==> config.mk <==
export PLATFORM = sky130hd
export DESIGN_NAME = store_byte_merge
export DESIGN_NICKNAME = d
export VERILOG_FILES = /design/src/rtl/store_byte_merge_pkg.sv /design/src/rtl/store_byte_merge_byte_lane_merge.sv /design/src/rtl/store_byte_merge.sv
export SDC_FILE = /design/constraint.sdc
export NUM_CORES = 1
export LEC_CHECK = 0
export ABC_AREA = 0
export CORE_ASPECT_RATIO = 0.6
export CORE_UTILIZATION = 45
export DETAILED_ROUTE_END_ITERATION = 8
export PLACE_DENSITY_LB_ADDON = 0.12
export SYNTH_ARGS = -nofsm -noshare
export SYNTH_HDL_FRONTEND = slang
export SYNTH_SLANG_ARGS = --single-unit
==> constraint.sdc <==
create_clock -name clk -period 2.8 [get_ports clk]
set_clock_uncertainty 0.15 [all_clocks]
set_input_delay 0.28 -clock clk [delete_from_list [all_inputs] [get_ports clk]]
set_output_delay 0.28 -clock clk [all_outputs]
set_load 0.1 [all_outputs]
==> src/rtl/store_byte_merge_pkg.sv <==
// Shared types and constants for the store path into the word-organised data RAM.
package store_byte_merge_pkg;

   localparam int unsigned WORD_W = 32;
   localparam int unsigned BYTE_W = 8;
   localparam int unsigned LANES  = WORD_W / BYTE_W;
   localparam int unsigned LANE_W = 2;

   localparam logic ST_WORD = 1'b0;
   localparam logic ST_BYTE = 1'b1;

   typedef enum logic [1:0] {
      S_IDLE  = 2'd0,
      S_READ  = 2'd1,
      S_WAIT  = 2'd2,
      S_WRITE = 2'd3
   } state_e;

endpackage

==> src/rtl/store_byte_merge_byte_lane_merge.sv <==
// Replaces one little-endian byte lane of a word, keeping the other lanes.
module byte_lane_merge
   import store_byte_merge_pkg::*;
(
   input  logic [WORD_W-1:0] word_i,
   input  logic [BYTE_W-1:0] byte_i,
   input  logic [LANE_W-1:0] lane_i,
   output logic [WORD_W-1:0] merged_o
);

   always_comb begin
      merged_o = word_i;
      for (int unsigned k = 0; k < LANES; k++) begin
         if (lane_i == LANE_W'(k)) begin
            merged_o[k*BYTE_W +: BYTE_W] = byte_i;
         end
      end
   end

endmodule

==> src/rtl/store_byte_merge.sv <==
// SW/SB store unit: word stores write directly, byte stores do read-merge-write
// against a synchronous-read RAM. One store in flight at a time.
module store_byte_merge
   import store_byte_merge_pkg::*;
#(
   parameter int unsigned ADDR_W = 8
) (
   input  logic              clk,
   input  logic              rst,
   input  logic              st_valid,
   output logic              st_ready,
   input  logic [31:0]       st_addr,
   input  logic [31:0]       st_data,
   input  logic              st_byte,
   output logic              st_done,
   output logic              st_err,
   output logic [ADDR_W-1:0] mem_addr,
   output logic              mem_re,
   input  logic [31:0]       mem_rdata,
   output logic              mem_we,
   output logic [31:0]       mem_wdata
);

   state_e              state_q,     state_d;
   logic [ADDR_W-1:0]   mem_addr_q,  mem_addr_d;
   logic                mem_re_q,    mem_re_d;
   logic                mem_we_q,    mem_we_d;
   logic [WORD_W-1:0]   mem_wdata_q, mem_wdata_d;
   logic                st_done_q,   st_done_d;
   logic                st_err_q,    st_err_d;
   logic [LANE_W-1:0]   lane_q,      lane_d;
   logic [BYTE_W-1:0]   bdata_q,     bdata_d;
   logic [WORD_W-1:0]   merged;
   logic                unused_addr_hi;

   // Address bits above the RAM depth are dropped; addresses wrap.
   assign unused_addr_hi = ^st_addr[WORD_W-1:ADDR_W+2];

   byte_lane_merge u_merge (
      .word_i   (mem_rdata),
      .byte_i   (bdata_q),
      .lane_i   (lane_q),
      .merged_o (merged)
   );

   always_ff @(posedge clk) begin
      if (rst) begin
         state_q     <= S_IDLE;
         mem_addr_q  <= '0;
         mem_re_q    <= 1'b0;
         mem_we_q    <= 1'b0;
         mem_wdata_q <= '0;
         st_done_q   <= 1'b0;
         st_err_q    <= 1'b0;
         lane_q      <= '0;
         bdata_q     <= '0;
      end else begin
         state_q     <= state_d;
         mem_addr_q  <= mem_addr_d;
         mem_re_q    <= mem_re_d;
         mem_we_q    <= mem_we_d;
         mem_wdata_q <= mem_wdata_d;
         st_done_q   <= st_done_d;
         st_err_q    <= st_err_d;
         lane_q      <= lane_d;
         bdata_q     <= bdata_d;
      end
   end

   // Next-state and registered-output decode; strobes default low each cycle.
   always_comb begin
      state_d     = state_q;
      mem_addr_d  = mem_addr_q;
      mem_re_d    = 1'b0;
      mem_we_d    = 1'b0;
      mem_wdata_d = mem_wdata_q;
      st_done_d   = 1'b0;
      st_err_d    = 1'b0;
      lane_d      = lane_q;
      bdata_d     = bdata_q;

      case (state_q)
         S_IDLE: begin
            if (st_valid) begin
               if (st_byte == ST_BYTE) begin
                  state_d    = S_READ;
                  mem_addr_d = st_addr[ADDR_W+1:2];
                  mem_re_d   = 1'b1;
                  lane_d     = st_addr[LANE_W-1:0];
                  bdata_d    = st_data[BYTE_W-1:0];
               end else if (st_addr[LANE_W-1:0] == '0) begin
                  state_d     = S_WRITE;
                  mem_addr_d  = st_addr[ADDR_W+1:2];
                  mem_we_d    = 1'b1;
                  mem_wdata_d = st_data;
                  st_done_d   = 1'b1;
               end else begin
                  st_err_d = 1'b1;
               end
            end
         end
         S_READ: begin
            state_d = S_WAIT;
         end
         S_WAIT: begin
            // Read data is valid this cycle; merge and launch the write.
            state_d     = S_WRITE;
            mem_we_d    = 1'b1;
            mem_wdata_d = merged;
            st_done_d   = 1'b1;
         end
         S_WRITE: begin
            state_d = S_IDLE;
         end
         default: begin
            state_d = S_IDLE;
         end
      endcase
   end

   assign st_ready  = (state_q == S_IDLE);
   assign st_done   = st_done_q;
   assign st_err    = st_err_q;
   assign mem_addr  = mem_addr_q;
   assign mem_re    = mem_re_q;
   assign mem_we    = mem_we_q;
   assign mem_wdata = mem_wdata_q;

endmodule
==> summary.md <==
| Metric | Value |
|---|---|
| Worst-path fanout max | `34` |
| Drt via density | `5.61` |
| First DRT Iteration DRCs | `roughly 200` |
| Total GRT Usage | `0.241` |
| Routed vias | `around 3,100` |
| H-tree levels | `2` |
| Total Neg Setup Slack | `0 ps` |
| Placer Congestion | `0.769` |
| Post-synthesis adder-cell area fraction | `0.00781` |
| Clock-pin slew of the registers on the worst-case setup and hold paths | `~80 ps` |
| Count of hold-fix buffers inserted at cts | `0` |
| CP max stage delay | `570 ps` |
| Antenna Cells | `0` |
| Final Max Slew Viols | `0` |
| Final hold viol count | `0` |
| Syn Std Cell Area | `3200 um2` |
| WP data required | `2830 ps` |
| Fraction of registers with async set/reset | `0` |
| Main synth FF type | `dfxtp_1` |
| Worst setup path category | `register to register` |
| Synth Area in Compound Gates | `0.240` |
| Number of global-route vias before repair | `about 2,900` |
| Avg Cell Area, Syn | `8.80 um2` |
| Worst hold-check path type | `register to register` |
| CP arrival | `2200 ps` |
| Die area | `between 7000 and 8000 um2` |
| Post-DP HPWL | `6.34 mm` |
| Setup ws final | `626 ps` |
| DR DRC count | `0` |
| Nature of the critical path startpoint | `register` |
| Post-synth EDFFs | `0` |
| Final nets | `566` |
| Initial antenna violation count | `0` |
| DRT Pass-1 Iters | `4` |
| Die H | `roughly 67 um` |
| Final setup viols | `0` |
| Least-Margin Pin Slew | `955 ps` |
| Crit end category | `register` |
| Initial Util | `0.474` |
| FF+latch area | `around 1100 um2` |
| Maximum clock frequency | `460 MHz` |
| CP cell instances | `inv_1 > ha_2 > buf_12 > nor4bb_1 > a311o_1 > mux2i_1` |
| Fraction of layout cells with a size suffix above 1 | `0.159` |
| Row count | `23` |
| Synth unique cells | `29` |
| Setup bufs post-CTS | `0` |
| Largest net degree at the start of global routing | `63` |
| WL per Instance | `16.4 um` |
| Worst hold margin | `328 ps` |
| Skew-Pair Late Insertion Delay | `300 ps` |
| Number of clock sinks | `55` |
| WL final | `9.07 mm` |
| Clock Path Buffers | `2` |
| Area occupied by multi-input gates | `1820 um2` |
| Xor-xnor portion of the synthesized cell area | `0` |
| CTS tree | `built` |
| Peak supply drop | `between 300 and 400 uV` |
| Synthesized instance count | `364` |
| Synth area leaders | `dfxtp_1 (34%), a311o_1 (10%), mux2i_1 (10%)` |
| Clk root buf | `clkbuf_16` |
| CTS Buf Count | `5` |
| Grt total ovfl | `0` |
| Area grow syn2layout | `38.9%` |
| Simple-Gate Fraction of Synth Area | `0.219` |
| PwrDens | `652 nW/um2` |
| Relative slew slack | `0.363` |
| Ratio of final minimum period to clock period | `0.776` |
| Dpl ws | `618 ps` |
| FILL cells | `572` |
| First-pass GRT wire length | `14.3 mm` |
| YS warnings | `0` |
| Die width | `around 110 um` |
| Slowest-stage cell, CP | `ha_2` |
| P_leak | `1.91 nW` |
| Part of the Yosys area used for sequential elements | `0.344` |
| Syn Nets | `466` |
| Status | `complete, no violations` |
| Area share of the largest cell type after synthesis | `0.344` |
| Quantity of gates resized following cts | `0` |
| I/O pin total | `~150` |
| Unrepaired setup endpoints after global routing | `false` |
| Mux contribution to synthesized area | `0.100` |
| Core area | `6760 um2` |
| MaxCap Viol Count | `0` |
| Main combinational cell family by area after synthesis | `compound AO/OA/AOI/OAI gates` |
| Synth Register Bits | `55` |
| Crit path time final | `2170 ps` |
| Buffers on Ports | `roughly 120` |
| Detail Route Antenna Nets | `0` |
| Post-synth top area cell | `dfxtp_1` |
kinds of logic after synthesis:
| group | count (synthesis) |
|---|---|
| AOI/OAI and AO/OA | 98 |
| adders and majority gates | 2 |
| buffers and inverters | 58 |
| DFF | 55 |
| muxes | 32 |
| and+or+nand+nor | 119 |
layer usage:
| layer | vias to the layer above | part of all wire | track usage |
|---|---|---|---|
| li1 | 1510 | - | - |
| met1 | 1491 | 0.50 | 0.341 |
| met2 | 90 | 0.44 | 0.384 |
| met3 | 4 | 0.055 | 0.0485 |
| met4 | 0 | 0.0050 | 0.0483 |
| met5 | - | 0 | 0 |
layout by cell type (no fill, tap or decap), types with 2 or more instances in the layout:
cell / instances
a21bo_2: 8
a21oi_1: 20
a311o_1: 32
buf_12: 2
buf_4: 51
clkbuf_16: 5
clkdlybuf4s50_1: 76
dfxtp_1: 54
inv_1: 21
inv_6: 2
mux2i_1: 32
nand2_1: 22
nand2b_1: 34
nand3_1: 18
nor2_1: 18
nor4bb_1: 16
o21ai_0: 16
o21bai_1: 17
or3b_1: 8
cell usage after synthesis, types with 2 or more instances:
library cell,number
a21bo_2,8
a21oi_1,20
a311o_1,32
buf_1,2
buf_2,6
buf_4,5
buf_8,3
clkbuf_1,20
dfxtp_1,55
ha_1,2
inv_1,21
mux2i_1,32
nand2_1,22
nand2b_1,34
nand3_1,18
nor2_1,18
nor4bb_1,16
o21ai_0,16
o21bai_1,17
or3b_1,8
worst max-delay path, delay by kind of cell (launching register included):
family	cells	cell delay, ps
flops	1	300
mux	1	60
fa+ha+maj	1	570
compound gates	1	190
simple gates	1	430
buf+inv	2	340
flip-flops by register name (all words and copies together), names as in the netlist:
register and cells:
bdata_q 8, lane_q 2, mem_addr 8, mem_re 1
mem_wdata 32, st_done 1, st_err 1, state_q 2
per-stage QoR:
step	utilization	power (mW)	area [um2]	instances
5_1_grt	0.658	3.04	4450	552
3_5_place_dp	0.636	2.25	4300	544
3_3_place_gp	0.636	2.23	4300	544
6_report	0.658	2.90	4450	552
2_1_floorplan	-	1.94	3200	364
4_1_cts	0.658	2.91	4450	552
area by class of cell:
| type | count | share of cell area |
|---|---|---|
| Multi-Input combinational cell | 251 | 0.409 |
| Timing Repair Buffer | 130 | 0.267 |
| Sequential cell | 55 | 0.248 |
| Tap cell | 87 | 0.0245 |
| Clock inverter | 3 | 0.00591 |
| Clock buffer | 5 | 0.0281 |
| Inverter | 21 | 0.0177 |
where the power goes:
| group | leakage, nW | switching [mW] | total [mW] | internal (mW) |
|---|---|---|---|---|
| combinational | 1.38 | 0.877 | 1.30 | 0.422 |
| sequential | 0.447 | 0.0777 | 0.943 | 0.866 |
| clock | 0.0748 | 0.317 | 0.658 | 0.341 |
final timing paths:
check / from / cells past startpoint / to / slack (ps)
min reg2reg: mem_wdata[12] / 2 / mem_wdata[12] / 330
max: state_q[0] / 6 / mem_wdata[8] / 630
min: mem_wdata[12] / 2 / mem_wdata[12] / 330
max reg2reg: state_q[0] / 6 / mem_wdata[8] / 630
No activity file was read; power rests on OpenSTA's default activity.
